File: src/rtl/rc4_crack_controller.sv
// RC4 key-search sequencer: drives init / KSA / PRGA phases per candidate key,
// owns the S and D RAM port muxes, then scans the decrypted bytes for plaintext.
module rc4_crack_controller #(
    parameter int                   KEY_WIDTH = 24,
    parameter logic [KEY_WIDTH-1:0] KEY_START = 24'h000000,
    parameter logic [KEY_WIDTH-1:0] KEY_LAST  = 24'h3FFFFF,
    parameter int                   MSG_LEN   = 32
) (
    input  logic                 clk,
    input  logic                 rst,
    input  logic                 start,
    output logic [KEY_WIDTH-1:0] key,
    output logic                 phase_rst,
    output logic                 init_start,
    output logic                 ksa_start,
    output logic                 prga_start,
    input  logic                 init_finish,
    input  logic                 ksa_finish,
    input  logic                 prga_finish,
    input  logic [7:0]           init_addr_S,
    input  logic [7:0]           ksa_addr_S,
    input  logic [7:0]           prga_addr_S,
    input  logic [7:0]           init_data_S,
    input  logic [7:0]           ksa_data_S,
    input  logic [7:0]           prga_data_S,
    input  logic                 init_wren_S,
    input  logic                 ksa_wren_S,
    input  logic                 prga_wren_S,
    output logic [7:0]           s_address,
    output logic [7:0]           s_data,
    output logic                 s_wren,
    input  logic [4:0]           prga_addr_D,
    input  logic [7:0]           prga_data_D,
    input  logic                 prga_wren_D,
    output logic [4:0]           d_address,
    output logic [7:0]           d_data,
    output logic                 d_wren,
    input  logic [7:0]           q_D,
    output logic                 busy,
    output logic                 found,
    output logic                 fail
);

    typedef enum logic [3:0] {
        ST_IDLE,
        ST_RESET_SUBS,
        ST_INIT_RUN,
        ST_KSA_RUN,
        ST_PRGA_RUN,
        ST_CHECK_ADDR,
        ST_CHECK_WAIT,
        ST_CHECK_EVAL,
        ST_NEXT_KEY,
        ST_FOUND,
        ST_FAIL
    } state_t;

    localparam logic [4:0] IDX_LAST = 5'(MSG_LEN - 1);

    state_t               state_q;
    state_t               state_d;
    logic [KEY_WIDTH-1:0] key_q;
    logic [4:0]           idx_q;
    logic                 byte_ok;
    logic                 idx_last;
    logic                 key_last;

    // Printable plaintext: lowercase letters or space
    assign byte_ok  = (q_D >= 8'h61 && q_D <= 8'h7A) || (q_D == 8'h20);
    assign idx_last = (idx_q == IDX_LAST);
    assign key_last = (key_q == KEY_LAST);
    assign key      = key_q;

    always_ff @(posedge clk or posedge rst) begin
        if (rst) begin
            state_q <= ST_IDLE;
            key_q   <= KEY_START;
            idx_q   <= 5'd0;
        end else begin
            state_q <= state_d;
            unique case (state_q)
                ST_PRGA_RUN:   idx_q <= 5'd0;
                ST_CHECK_EVAL: if (byte_ok && !idx_last) idx_q <= idx_q + 5'd1;
                ST_NEXT_KEY:   if (!key_last) key_q <= key_q + KEY_WIDTH'(1);
                default:       ;
            endcase
        end
    end

    always_comb begin
        state_d    = state_q;
        phase_rst  = 1'b0;
        init_start = 1'b0;
        ksa_start  = 1'b0;
        prga_start = 1'b0;
        s_address  = 8'd0;
        s_data     = 8'd0;
        s_wren     = 1'b0;
        d_address  = 5'd0;
        d_data     = 8'd0;
        d_wren     = 1'b0;
        busy       = 1'b1;
        found      = 1'b0;
        fail       = 1'b0;
        unique case (state_q)
            ST_IDLE: begin
                busy = 1'b0;
                if (start) state_d = ST_RESET_SUBS;
            end
            ST_RESET_SUBS: begin
                phase_rst = 1'b1;
                state_d   = ST_INIT_RUN;
            end
            ST_INIT_RUN: begin
                init_start = 1'b1;
                s_address  = init_addr_S;
                s_data     = init_data_S;
                s_wren     = init_wren_S;
                if (init_finish) state_d = ST_KSA_RUN;
            end
            ST_KSA_RUN: begin
                ksa_start = 1'b1;
                s_address = ksa_addr_S;
                s_data    = ksa_data_S;
                s_wren    = ksa_wren_S;
                if (ksa_finish) state_d = ST_PRGA_RUN;
            end
            ST_PRGA_RUN: begin
                prga_start = 1'b1;
                s_address  = prga_addr_S;
                s_data     = prga_data_S;
                s_wren     = prga_wren_S;
                d_address  = prga_addr_D;
                d_data     = prga_data_D;
                d_wren     = prga_wren_D;
                if (prga_finish) state_d = ST_CHECK_ADDR;
            end
            ST_CHECK_ADDR: begin
                d_address = idx_q;
                state_d   = ST_CHECK_WAIT;
            end
            ST_CHECK_WAIT: begin
                d_address = idx_q;
                state_d   = ST_CHECK_EVAL;
            end
            ST_CHECK_EVAL: begin
                d_address = idx_q;
                if (!byte_ok)      state_d = ST_NEXT_KEY;
                else if (idx_last) state_d = ST_FOUND;
                else               state_d = ST_CHECK_ADDR;
            end
            ST_NEXT_KEY: begin
                state_d = key_last ? ST_FAIL : ST_RESET_SUBS;
            end
            ST_FOUND: begin
                busy  = 1'b0;
                found = 1'b1;
            end
            ST_FAIL: begin
                busy = 1'b0;
                fail = 1'b1;
            end
            default: begin
                busy    = 1'b0;
                state_d = ST_IDLE;
            end
        endcase
    end

endmodule

File: config.mk
export PLATFORM = sky130hd
export DESIGN_NAME = rc4_crack_controller
export DESIGN_NICKNAME = d
export VERILOG_FILES = /design/src/rtl/rc4_crack_controller.sv
export SDC_FILE = /design/constraint.sdc
export NUM_CORES = 1
export LEC_CHECK = 0
export ABC_CLOCK_PERIOD_IN_PS = 6650
export BUFFER_PORTS_ARGS = -buffer_cell sky130_fd_sc_hd__buf_2
export CAP_MARGIN = 20
export CORE_MARGIN = 2
export CORE_UTILIZATION = 40
export DETAILED_ROUTE_END_ITERATION = 10
export PLACE_DENSITY = 0.74
export SLEW_MARGIN = 15
export SYNTH_ARGS = -nofsm -noshare
export SYNTH_HDL_FRONTEND = slang
export SYNTH_SLANG_ARGS = --single-unit
File: constraint.sdc
create_clock -name clk -period 6.65 [get_ports clk]
set_clock_uncertainty 0.2 [all_clocks]
set_input_delay 1.33 -clock clk [delete_from_list [all_inputs] [get_ports clk]]
set_output_delay 1.33 -clock clk [all_outputs]
set_load 0.03 [all_outputs]
==> flow_summary.ini <==
[global_routing]
grt-ovfl-total = 0
grt_pass1_wl_um = 10950
grt.total_usage_pct = 22.36
antenna_found_initial = 0
grt_max_degree = 34
grt_pass1_vias = 2186

[clock_tree]
cts-buffers-inserted = 5
cts_buffer_depth = 2
cts_hold_buf = 0
cts_root_buf = clkbuf_8
post-cts-setup-buffer-count = 0
clock_sinks = 33
clock_latency_ps = 290
htreeDepth = 2
post_cts_resized = 0
path_clk_slew_ps = 70
cts_tree = done

[die]
die_w_um = 79.47
chipHeight_um = 79.47
ioPinCount = 141
die_area_um2 = 6315
rows = 27
initial_core_util_pct = 41.38
core_area_um2 = 5507

[place]
io_buffers = 140
place.gp.congestion = 0.8716
dp_hpwl_um = 5687

[routing]
totalWireLength_um = 7257
avgRoutedWirePerCell_um = 14.78
via_per_inst = 5.212
firstDrtPassIters = 5
vias = 2559
postRouteAntennaNets = 0
drc = 0
drt-initial-drc-count = 129

[finish]
final-seq-area_um2 = 825.8
fin_util_pct = 57.19
drive_gt1_share_pct = 39.14
diodes = 0
synthToLayoutAreaGrowth_pct = 38.22
multi_input_area_um2 = 1379
num-nets-final = 500
nFillCells = 518

[synth]
syn-num-nets = 365
async_reset_ff_share_pct = 100.0
synth.top_cell.area_share_pct = 36.24
synth-edff-count = 0
yosys_warnings = 0
synthTopCellsByArea = dfrtp_1 36%, nand2_1 11%, xor2_1 5.8%
synth_top_cell_by_area = dfrtp_1
syn_area_um2 = 2278
syn_inst = 283
syn_area_per_cell_um2 = 8.051
synth_ff_type = dfrtp_1
synth_cell_types = 48
ys_seq_elements = 33
ys_seq_area_share_pct = 36.24

[timing]
period_needed_ps = 4125
timing.setup.tns_ps = 0
post-route-period-util_pct = 62.04
slew_headroom_pct = 41.71
drv_slew = 0
hold_viol = 0
max_freq_ghz = 0.2424
finalSetupViolations = 0
grt_setup_unrepaired = no
worst_pin_slew_ps = 866.4

[worst_setup_path]
cp_max_fo = 28
cp.arrival_ps = 2600
path_class = reg2out
cp-start-kind = register
required_ps = 5120
r2r_slack_ps = 3800
endpoint_kind = output port

[power_and_ir_drop]
ir_worst_vdd_uv = 196.4
total_leakage_power_nw = 1.728
powerDensity_nw_per_um2 = 366.0

[job]
maxCapViolCount = 0

[hold_path]
hp-class = reg2reg

[status]
status = completed
==> through the flow <==
stage               instances  hold slack, ps  setup WS (ps)  power [mW]  instance area (µm²)
floorplan                 283           280.8           2825      0.7657                 2278
global placement          482           275.2           2792      0.9386                 3019
detailed placement        482           279.6           2753      0.9513                 3019
CTS                       490           293.2           2414       1.153                 3139
global route              491           320.0           2371       1.232                 3149
finish                    491           292.6           2525       1.153                 3149
==> cell usage in the layout, fill, tap and decap left out, drive strengths merged, types with 8 or more instances in the layout <==
master	count
buf	142
nand2	64
dfrtp	33
nor2	20
a22oi	17
xor2	15
and2	12
nand4	10
nor3	10
xnor2	9
a21oi	9
nand3	8
==> cells by family (layout without fill, tap and decap cells) <==
logic type / Yosys count / in the layout / synth area share, %
adder cells (fa/ha/maj): 3 / 3 / 1.648
AO/OA/AOI/OAI: 45 / 45 / 13.51
AND/OR/NAND/NOR: 155 / 155 / 33.99
flip-flops: 33 / 33 / 36.24
XOR/XNOR: 24 / 24 / 9.226
multiplexers: 4 / 4 / 1.812
buffers and inverters: 19 / 155 / 3.569
==> area by class of cell <==
cell class / instances / area share [%]
well taps: 72 / 2.861
inverters: 5 / 0.5959
repair buffers: 142 / 22.73
flip-flops and latches: 33 / 26.22
clock buffers: 6 / 2.622
multi-input cells: 231 / 43.78
clock inverters: 2 / 1.192
==> critical path, stage by stage, from the launching register on <==
cell,delay (ps)
dfrtp_1,670
or2_2,280
or2_2,210
clkinv_1,540
and2_1,410
buf_2,180
==> flip-flops by register name (all words and copies together), names as in the netlist <==
register and count:
key 24, idx_q 5, state_q 4
==> synthesized netlist by cell type, types with 2 or more instances <==
cell type / count
a21oi_1: 9
a22oi_1: 17
and2_1: 12
and3_1: 3
buf_1: 2
buf_2: 2
clkbuf_1: 9
dfrtp_1: 33
ha_1: 3
inv_1: 4
mux2i_1: 3
nand2_1: 64
nand2b_1: 5
nand3_1: 8
nand4_1: 10
nor2_1: 20
nor3_1: 10
nor4_1: 5
o211ai_1: 2
o21ai_0: 4
o22ai_1: 2
or2_2: 5
or3b_2: 3
or4_1: 2
xnor2_1: 9
xor2_1: 15
==> power breakdown <==
part / internal (mW) / switching [mW] / total (mW)
Sequential: 0.227 / 0.0694 / 0.297
Clock: 0.122 / 0.0778 / 0.200
Combinational: 0.211 / 0.445 / 0.656
Total: 0.561 / 0.592 / 1.15
==> layer usage <==
layer	vias up	routed length, µm	GRT usage, %
li1	1261	-	-
met1	1169	2783	26.65
met2	116	3685	38.40
met3	13	603	5.769
met4	0	184	8.621
met5	-	0	0
==> path summary, 6_finish.rpt <==
path	to	startpoint	cells after the start
worst max-delay path	d_data[4]	state_q[0]$_DFFE_PP0P_	5
worst min-delay path	key[10]$_DFFE_PP0P_	key[10]$_DFFE_PP0P_	1
worst max register to register	idx_q[2]$_DFFE_PP0P_	idx_q[0]$_DFFE_PP0P_	7
worst min register to register	key[10]$_DFFE_PP0P_	key[10]$_DFFE_PP0P_	1
max in group asynchronous	key[11]$_DFFE_PP0P_	rst	3
min in group asynchronous	key[10]$_DFFE_PP0P_	rst	3
Power figures use the tool's default switching activity.
